`src/rtl/alu_issuer.sv`:
```
// alu_issuer: initiator side of the ALU operand interface.
// Registers a request into the ALU operand flops, waits one cycle for the
// combinational ALU to settle, captures the result and holds it on a
// valid/ready response port. Division by zero is flagged and its result is
// forced to all-ones. Completed responses and error responses are counted.
module alu_issuer #(
  parameter int unsigned DATA_WIDTH = 16,
  parameter int unsigned CNT_WIDTH  = 8
) (
  input  logic                  clk,
  input  logic                  rst_n,
  input  logic                  req_valid,
  output logic                  req_ready,
  input  logic [2:0]            req_oc,
  input  logic [DATA_WIDTH-1:0] req_a,
  input  logic [DATA_WIDTH-1:0] req_b,
  output logic [2:0]            alu_oc,
  output logic [DATA_WIDTH-1:0] alu_a,
  output logic [DATA_WIDTH-1:0] alu_b,
  input  logic [DATA_WIDTH-1:0] alu_f,
  output logic                  rsp_valid,
  input  logic                  rsp_ready,
  output logic [DATA_WIDTH-1:0] rsp_f,
  output logic                  rsp_err,
  output logic                  busy,
  output logic [CNT_WIDTH-1:0]  op_count,
  output logic [CNT_WIDTH-1:0]  err_count
);

  localparam logic [2:0] OC_DIV = 3'b011;

  typedef enum logic [1:0] {
    IDLE,
    EXEC,
    RESP
  } state_e;

  state_e                state_q, state_d;
  logic [2:0]            alu_oc_q, alu_oc_d;
  logic [DATA_WIDTH-1:0] alu_a_q, alu_a_d;
  logic [DATA_WIDTH-1:0] alu_b_q, alu_b_d;
  logic [DATA_WIDTH-1:0] rsp_f_q, rsp_f_d;
  logic                  rsp_valid_q, rsp_valid_d;
  logic                  rsp_err_q, rsp_err_d;
  logic                  busy_q, busy_d;
  logic [CNT_WIDTH-1:0]  op_count_q, op_count_d;
  logic [CNT_WIDTH-1:0]  err_count_q, err_count_d;
  logic                  req_fire;
  logic                  div_by_zero;

  // A new request can be taken when idle, or in the same edge the current
  // response is consumed (back-to-back).
  assign req_ready   = (state_q == IDLE) || ((state_q == RESP) && rsp_ready);
  assign req_fire    = req_valid && req_ready;
  assign div_by_zero = (alu_oc_q == OC_DIV) && (alu_b_q == '0);

  // Next-state, operand, result and counter computation.
  always_comb begin
    state_d     = state_q;
    alu_oc_d    = alu_oc_q;
    alu_a_d     = alu_a_q;
    alu_b_d     = alu_b_q;
    rsp_f_d     = rsp_f_q;
    rsp_valid_d = rsp_valid_q;
    rsp_err_d   = rsp_err_q;
    op_count_d  = op_count_q;
    err_count_d = err_count_q;

    unique case (state_q)
      IDLE: begin
        if (req_fire) begin
          alu_oc_d = req_oc;
          alu_a_d  = req_a;
          alu_b_d  = req_b;
          state_d  = EXEC;
        end
      end
      EXEC: begin
        if (div_by_zero) begin
          rsp_f_d   = '1;
          rsp_err_d = 1'b1;
        end else begin
          rsp_f_d   = alu_f;
          rsp_err_d = 1'b0;
        end
        rsp_valid_d = 1'b1;
        state_d     = RESP;
      end
      RESP: begin
        if (rsp_ready) begin
          op_count_d = op_count_q + CNT_WIDTH'(1);
          if (rsp_err_q && (err_count_q != '1)) begin
            err_count_d = err_count_q + CNT_WIDTH'(1);
          end
          rsp_valid_d = 1'b0;
          if (req_fire) begin
            alu_oc_d = req_oc;
            alu_a_d  = req_a;
            alu_b_d  = req_b;
            state_d  = EXEC;
          end else begin
            state_d = IDLE;
          end
        end
      end
      default: begin
        state_d     = IDLE;
        rsp_valid_d = 1'b0;
      end
    endcase

    busy_d = (state_d != IDLE);
  end

  // State and output registers; synchronous active-low reset drops any
  // in-flight operation without touching the counters' history beyond zeroing.
  always_ff @(posedge clk) begin
    if (!rst_n) begin
      state_q     <= IDLE;
      alu_oc_q    <= '0;
      alu_a_q     <= '0;
      alu_b_q     <= '0;
      rsp_f_q     <= '0;
      rsp_valid_q <= 1'b0;
      rsp_err_q   <= 1'b0;
      busy_q      <= 1'b0;
      op_count_q  <= '0;
      err_count_q <= '0;
    end else begin
      state_q     <= state_d;
      alu_oc_q    <= alu_oc_d;
      alu_a_q     <= alu_a_d;
      alu_b_q     <= alu_b_d;
      rsp_f_q     <= rsp_f_d;
      rsp_valid_q <= rsp_valid_d;
      rsp_err_q   <= rsp_err_d;
      busy_q      <= busy_d;
      op_count_q  <= op_count_d;
      err_count_q <= err_count_d;
    end
  end

  assign alu_oc    = alu_oc_q;
  assign alu_a     = alu_a_q;
  assign alu_b     = alu_b_q;
  assign rsp_f     = rsp_f_q;
  assign rsp_valid = rsp_valid_q;
  assign rsp_err   = rsp_err_q;
  assign busy      = busy_q;
  assign op_count  = op_count_q;
  assign err_count = err_count_q;

endmodule

```
`config.mk`:
```
export PLATFORM = sky130hd
export DESIGN_NAME = alu_issuer
export DESIGN_NICKNAME = d
export VERILOG_FILES = /design/src/rtl/alu_issuer.sv
export SDC_FILE = /design/constraint.sdc
export NUM_CORES = 1
export LEC_CHECK = 0
export CORE_ASPECT_RATIO = 0.75
export CORE_MARGIN = 1
export CORE_UTILIZATION = 55
export CTS_CLUSTER_SIZE = 10
export DETAILED_ROUTE_END_ITERATION = 8
export DONT_BUFFER_PORTS = 1
export PLACE_DENSITY_LB_ADDON = 0.12
export RECOVER_POWER = 100
export SKIP_LAST_GASP = 1
export SLEW_MARGIN = 5
export SYNTH_ARGS = -nofsm -noshare
export SYNTH_HDL_FRONTEND = slang
export SYNTH_SLANG_ARGS = --single-unit
```
`constraint.sdc`:
```
create_clock -name clk -period 1.4 [get_ports clk]
set_input_delay 0.28 -clock clk [delete_from_list [all_inputs] [get_ports clk]]
set_output_delay 0.28 -clock clk [all_outputs]
set_load 0.03 [all_outputs]
```
* Word-level counts from Yosys, hierarchy flattened *
Index checks and enable logic that the tools add are counted.
Widths: inputs -> output; s select.

cells by class
  add/subtract/negate cells = 2
  reduce and logical (&&, ||, !) cells = 13
  equal/unequal tests = 5
  multiplexer cells = 17
  bitwise gates (word level) = 1

operators by type and width
  cell                 count
  $mux 16              5
  $pmux 16 s2          2
  $add 8x1->8 const B  2
  $logic_not 16->1     1
  $ne 8x8->1 const B   1
  $mux 3               2
  $pmux 2 s3           1
  $pmux 3 s2           1
  $reduce_and 2->1     3
  $logic_and 1x1->1    4
  $mux 2               2
  $reduce_bool 2->1    2
  $eq 3x2->1 const B   1
  $mux 1               3
  $pmux 1 s3           1
  $reduce_and 3->1     1
  $eq 2x1->1 const B   1
  $eq 2x2->1 const B   1
  $logic_not 2->1      1
  $ne 2x2->1 const B   1
  $logic_or 1x1->1     1
  $not 1->1            1

storage, ports and cells
  register bits = 72
  input bits = 55
  word-level logic and storage cells = 48
  output and inout bits = 71

* Longest topological paths before layout *
Gate-level depths: netlist (run 1).

  depth in word-level cells = 8
  mapped depth = 6
  depth with buffers taken out = 5

* Worst setup path before layout (run 1) *
No wires, ideal clock.

  path kind = register -> register
  start point = reg alu_oc_q[1] (netlist: alu_oc[1])
  end point = reg rsp_f_q[0] (netlist: rsp_f[0])
  path slack = -0.285 ns
  data arrival time = 1.624 ns
  data required time = 1.340 ns
  buffers on the path = 1
  setup time = 0.060 ns
  stages on the path, launching flop included = 6
  cell sequence = dfxtp_1 nor4b_2 nand4_1 o41ai_4 buf_6 o221a_1

between the ends
  word-level cells in the longest chain between the ends = 3

RTL lines
  what                      line  RTL
  start: declaration        39    logic [2:0] alu_oc_q, alu_oc_d;
  start signal: assignment  131   alu_oc_q <= alu_oc_d;
  $eq 3x2->1                55    assign div_by_zero = (alu_oc_q == OC_DIV) && (alu_b_q == '0);
  $logic_and 1x1->1         55
  $mux 16                   79    if (div_by_zero) begin
  end signal: assignment    134   rsp_f_q <= rsp_f_d;
  end: declaration          42    logic [DATA_WIDTH-1:0] rsp_f_q, rsp_f_d;

No other way between the ends.
A chain may end at the register's enable or synchronous reset.

* Worst setup path in the final report (run 1) *
  start point = reg err_count_q[0] (netlist: err_count[0])
  end point = reg err_count_q[5] (netlist: err_count[5])

between the ends
  word-level cells in the longest chain between the ends = 3
  elaborated cells between the ends (all ways) = 4
  classes of those cells = add/sub: 1; eq/ne: 1; reduce/logical: 2

RTL lines
  what                                                 line  RTL
  start: declaration                                   47    logic [CNT_WIDTH-1:0] err_count_q, err_count_d;
  start signal: assignment                             139   err_count_q <= err_count_d;
  branches (longest 3 deep; another with $add 8x1->8)  n/a

Several ways; the timed one is not identified.

==> results.yml, run 1 <==
routing:
  viasPerCell: 5.74
  drtPass1Iterations: 4
  drt_first_iter_violations: 145
  route.vias.total: 2338
  drt.antenna.violating_nets: 0
  remaining_drc_errors: 0
  detail_route.wirelength_um: 6620
  drt-wirelength-per-cell_um: 16.3
clock_tree:
  clk-insertion-delay-late_ns: 0.34
  cts_buffers: 9
  clockBufferDepth: 2
  htree_levels: 3
  cts_tree: "yes"
  cts_sinks: 72
  cts-root-buf: "clkbuf_8"
  clk_pin_slew_worst_paths_ns: 0.07
logic_synthesis:
  syn-instance-count: 297
  synth_ff_type: "dfxtp_1"
  syn-mean-instance-area_um2: 9.12
  ys_types: 35
  yosysSeqAreaShare_pct: 53.2
  syn_area_um2: 2710
  yosysWarnings: 0
  ys_seq_elements: 72
  async_flop_share_pct: 0
  synth_edf_count: 0
  syn_nets: 354
setup_path:
  r2r_start: "err_count[0]$_SDFFE_PN0P_"
  critPathLaunchType: "register"
  critPathMaxFanout: 4
  critPathKind: "reg -> reg"
  cp_data_arrival_time_ns: 1.82
  crit_path_start: "err_count[0]$_SDFFE_PN0P_"
  setup.worst_path.end_class: "register"
  worstPathRequired_ns: 1.67
sta:
  slew_headroom_pct: 73.0
  slew_violations: 0
  whs_ns: 0.0548
  setup_viol: 26
  hold_viol: 0
  timing.fmax_mhz: 646
  skew_ns: 0.00625
  fin_setup_tns_ns: -2.72
  period_needed_ns: 1.55
  tightest_slew_ns: 0.403
  layout_setup_ws_ns: -0.148
  rsz0062_at_grt: "true"
  fin_crit_sh_pct: 111
floorplanning:
  design.core.area_um2: 4600
  ioPinCount: 126
  die_h_um: 62.8
  die_x_um: 83.0
  initial_utilization_pct: 58.9
  fp-row-count: 21
  dieArea_um2: 5210
min_path:
  hp-class: "in -> reg"
  min-delay-start: "rst_n"
global_routing:
  overflow: 0
  antenna_found_initial: 0
  grt_pass1_vias: 2311
  track_usage_pct: 25.1
  grt_pass1_wl_um: 10300
  grt_max_degree: 37
power:
  p_int_mw: 3.08
  comb_power_share_pct: 11.4
  power_frac_clock_pct: 33.5
  seqPwrFrac_pct: 55.2
  p_per_area_nw_per_um2: 1250
  p_sw_mw: 1.20
  vdd_drop_max_uv: 989
  p_sw_share_pct: 28.1
  leakage_nw: 1.36
  totalPowerFinal_mw: 4.28
placed_design:
  pre_cts_ws_ns: -0.212
  place_congestion: 0.795
  numPortBuffers: 0
  dp_hpwl_um: 4400
final_layout:
  drive_gt1_share_pct: 32.6
  antenna-diode-count: 0
  nNetsFinal: 403
  area.growth.synth_to_final_pct: 26.6
  seqCellArea_um2: 1480
  multiInputGateArea_um2: 1240
  final.fill_count: 358
  final_core_util_pct: 74.6
outcome:
  violations: "setup timing"
  status: "finished with violations"
job:
  maxCapViolCount: 0
cells in the mapped netlist (all sizes together), types with 2 or more instances:
library cell,number,area share (%)
nand4,6,1.4
dfxtp,72,53
inv,2,0.28
o2111ai,2,0.65
nand3,4,0.74
ha,2,0.92
clkbuf,11,1.5
o21a,3,0.83
o211a,2,0.74
and3,2,0.46
a21oi,41,7.6
nor4,2,0.92
nand2,77,11
xor2,5,1.6
nor3,4,0.74
nor4b,2,1.1
or3,3,0.69
buf,7,1.5
o221a,16,6.7
xnor2,3,0.97
nor2,15,2.1
o21ai,5,0.92
through the flow:
step                instance area, µm²  std cells
finish                            3430        407
global route                      3430        407
CTS                               3410        404
detailed placement                3180        386
global placement                  3180        386
floorplan                         2760        297
layout by cell type (no fill, tap or decap), types with 2 or more instances in the layout:
cell type | netlist | routed
clkbuf_16 | 0 | 3
o21a_1 | 3 | 3
nor4b_2 | 2 | 2
xor2_1 | 5 | 5
a21oi_1 | 41 | 38
clkbuf_8 | 0 | 11
o221a_2 | 7 | 7
nand2_1 | 77 | 77
nand3_1 | 4 | 3
clkbuf_2 | 0 | 31
clkbuf_1 | 11 | 2
clkinv_2 | 0 | 2
nand4_1 | 6 | 6
dfxtp_1 | 72 | 50
xnor2_1 | 3 | 3
o21ai_0 | 5 | 4
a21oi_2 | 0 | 3
buf_12 | 0 | 3
nor4_2 | 2 | 2
dfxtp_2 | 0 | 16
nor2_1 | 15 | 15
o211a_1 | 2 | 2
o221a_1 | 9 | 9
buf_6 | 1 | 4
dfxtp_4 | 0 | 6
nor3_1 | 4 | 3
buf_4 | 0 | 14
or3_1 | 3 | 3
power groups by stage:
stage	Sequential (mW)	Clock, mW	Combinational [mW]
after floorplan	2.47	0	0.235
after global placement	2.40	0	0.440
after detailed placement	2.41	0	0.450
after CTS	2.36	1.47	0.460
after global routing	2.37	1.56	0.526
final	2.36	1.43	0.487
kinds of logic (layout without fill, tap and decap cells):
logic type | count (synthesis) | count (layout) | share of synthesized area (%)
compound gates | 72 | 72 | 18.9
xor+xnor | 8 | 8 | 2.59
fa+ha+maj | 2 | 2 | 0.924
buf+inv | 21 | 74 | 3.46
flops | 72 | 72 | 53.2
mux | 1 | 1 | 0.370
simple gates | 121 | 121 | 20.5
flip-flops by register name, summed over array words and instances (netlist names):
name and flops:
alu_a 16, alu_b 16, alu_oc 3, busy 1
err_count 8, op_count 8, rsp_err 1, rsp_f 16
rsp_valid 1, state_q 2
what timing repair did:
action                     4_1_cts  5_1_grt
hold buffers                     0        0
gates resized for setup          9       14
buffers inserted                 3        0
gates cloned                     0        3
setup endpoints to repair       22       59
pin swaps                        5        9
routing by layer:
| layer | track usage (%) | up-vias | wire length [µm] |
|---|---|---|---|
| li1 | - | 1139 | - |
| met1 | 29.3 | 1081 | 2890 |
| met2 | 42.1 | 111 | 3150 |
| met3 | 9.91 | 7 | 527 |
| met4 | 8.84 | 0 | 49 |
| met5 | 0 | - | 0 |
path summary, 6_finish.rpt:
kind,to,slack [ns],cells after the start
worst max-delay path,err_count[5]$_SDFFE_PN0P_,-0.15,5
worst min-delay path,busy$_SDFF_PN0_,0.05,1
worst max register to register,err_count[5]$_SDFFE_PN0P_,-0.15,5
worst min register to register,op_count[5]$_SDFFE_PN0P_,0.53,2
area by class of cell:
cell class	count	share of cell area [%]
sequential	72	43.3
multi-input combinational	204	36.3
timing repair buffer	56	13.0
clock buffer	12	4.53
tap	57	2.08
clock inverter	3	0.511
inverter	3	0.328
worst max-delay path, cell delays in order, from the launching register on:
cell,delay (ns)
dfxtp_4,0.36
clkbuf_2,0.26
and3_1,0.24
o2111ai_4,0.15
or3_1,0.35
a21oi_2,0.12
Note: power is estimated with default switching activity, not from simulation.
==> inputs of run 2 (changes only) <==
Settings changed: ABC_AREA set to 1, CORE_UTILIZATION 55 to 56, SLEW_MARGIN 5 to 20.
==> results.yml, run 2 <==
outcome:
  status: "finished, final reports clean"
global_routing:
  grt_pass1_vias: 2643
  track_usage_pct: 26.3
  overflow: 0
  grt_max_degree: 33
  grt_pass1_wl_um: 11500
  antenna_found_initial: 0
setup_path:
  r2r-end: "err_count[7]$_SDFFE_PN0P_"
  crit_chain: "a21oi_4 -> buf_12"
  critPathKind: "reg -> out"
  cp.depth: 2
  setup.worst_path.end: "req_ready"
  worstPathRequired_ns: 1.12
  r2r_slack_ns: 0.11
  critPathMaxFanout: 16
  path_buf_inv: 1
  critPathSlowestCell: "dfxtp_2"
  slowest_delay_ns: 0.37
  crit_path_start: "state_q[1]$_SDFF_PN0_"
  r2r_start: "err_count[1]$_SDFFE_PN0P_"
  setup.worst_path.end_class: "primary output"
  cp_data_arrival_time_ns: 1.07
  critPathLaunchType: "register"
  worst-r2r-cell-count: 7
  cp_top_family: "flip-flops"
final_layout:
  mostFrequentLayoutCells: "70 x nand2_1, 69 x dfxtp_1, 58 x nor2_1"
  antenna-diode-count: 0
  multiInputGateArea_um2: 1310
  final_common_cell: "nand2_1"
  area.growth.synth_to_final_pct: 19.0
  seqCellArea_um2: 1450
  final_cells: 530
  final.fill_count: 459
  nNetsFinal: 510
  drive_gt1_share_pct: 16.6
routing:
  detail_route.wirelength_um: 7140
  remaining_drc_errors: 0
  drt-wirelength-per-cell_um: 13.5
  viasPerCell: 5.19
  drt.antenna.violating_nets: 0
  drtPass1Iterations: 4
  route.vias.total: 2750
  drt_first_iter_violations: 213
power:
  vdd_drop_max_uv: 602
  leakage_nw: 1.58
  totalPowerFinal_mw: 4.33
  p_per_area_nw_per_um2: 1220
floorplanning:
  fp-row-count: 22
  die_h_um: 65.1
  design.core.area_um2: 5010
  dieArea_um2: 5610
  ioPinCount: 126
  initial_utilization_pct: 59.4
  die_x_um: 86.2
job:
  maxCapViolCount: 0
clock_tree:
  clockBufferDepth: 2
  cts_sinks: 72
  clk-insertion-delay-late_ns: 0.33
  cts_tree: "yes"
  cts_buffers: 9
  cts-root-buf: "clkbuf_8"
  clk_pin_slew_worst_paths_ns: 0.08
  htree_levels: 3
sta:
  tightest_slew_ns: 0.401
  fin_crit_sh_pct: 96.4
  setup_viol: 0
  hold_viol: 0
  slew_headroom_pct: 73.3
  skew_ns: 0.00776
  timing.fmax_mhz: 741
  period_needed_ns: 1.35
  rsz0062_at_grt: "true"
  slew_violations: 0
logic_synthesis:
  async_flop_share_pct: 0
  syn_nets: 468
  ys_seq_elements: 72
  synth.area.top_cells: "dfxtp_1 48%, nand3_1 9.3%, nand2_1 8.8%"
  ys_types: 22
  yosys.area.top_type: "dfxtp_1"
  syn-instance-count: 411
  synth.most_common_cell: "dfxtp_1"
  syn_area_um2: 2980
  synth_ff_type: "dfxtp_1"
  synthDominantCellAreaShare_pct: 48.4
  synth_edf_count: 0
  syn-mean-instance-area_um2: 7.24
  synth.top_cells.by_count: "72 x dfxtp_1, 70 x nand2_1, 60 x nor2_1"
  yosysWarnings: 0
  yosysSeqAreaShare_pct: 48.4
placed_design:
  place_congestion: 0.847
  placedCellCount: 508
  numPortBuffers: 0
  dp_hpwl_um: 4960
min_path:
  hp-class: "in -> reg"
  hold_depth: 2
==> run 2: worst min path at each step <==
stage	from	end	slack (ns)
floorplan	rst_n	alu_oc[2]$_SDFFE_PN0P_	0.42
CTS	rst_n	err_count[6]$_SDFFE_PN0P_	0.04
global placement	rst_n	err_count[6]$_SDFFE_PN0P_	0.40
finish	rst_n	err_count[6]$_SDFFE_PN0P_	0.06
global route	rst_n	op_count[4]$_SDFFE_PN0P_	0.04
detailed placement	rst_n	err_count[6]$_SDFFE_PN0P_	0.41
==> run 2: logic make-up after synthesis <==
kind of cell | after synthesis | share of synthesized area (%)
and+or+nand+nor | 198 | 29.2
DFF | 72 | 48.4
AOI/OAI and AO/OA | 68 | 11.6
buffers and inverters | 68 | 8.96
xor gates and xnor gates | 3 | 0.883
adders and majority gates | 2 | 0.841
==> run 2: per-stage QoR <==
stage                     util [%]  setup TNS (ns)  area (µm²)  hold slack [ns]  worst slack [ns]
after floorplan                  -               0        2980            0.418            0.0356
after global placement        67.1               0        3360            0.403             0.116
after detailed placement      67.1               0        3360            0.406            0.0730
after CTS                     71.6               0        3580           0.0406            0.0317
after global routing          70.7         -0.0691        3540           0.0433           -0.0299
final                         70.7               0        3540           0.0589            0.0498
==> run 2: area by class of cell <==
type                    instances  share of cell area (%)
flip-flops and latches         72                    40.8
multi-input cells             272                    36.9
repair buffers                 51                    9.61
inverters                      47                    4.98
clock buffers                  10                    3.89
well taps                      72                    2.54
clock inverters                 6                    1.27
==> run 2: repair_timing <==
action                     4_1_cts  5_1_grt
hold buffers                     0        0
gates resized for setup          1        5
buffers inserted                 1        3
gates cloned                     1        1
pin swaps                        1        2
setup endpoints to repair        1        8
==> run 2: layer usage <==
layer,vias to the layer above,wire length (µm),GRT usage (%),part of all wire [%]
met5,-,0,0,0
li1,1408,-,-,-
met3,8,510,8.54,7.1
met2,95,3310,44.0,46
met1,1239,3260,31.8,46
met4,0,52,9.38,0.73
==> run 2: report_power, final <==
part / switching (mW) / internal, mW
combinational: 0.323 / 0.179
clock: 0.764 / 0.693
sequential: 0.207 / 2.16
total: 1.29 / 3.03
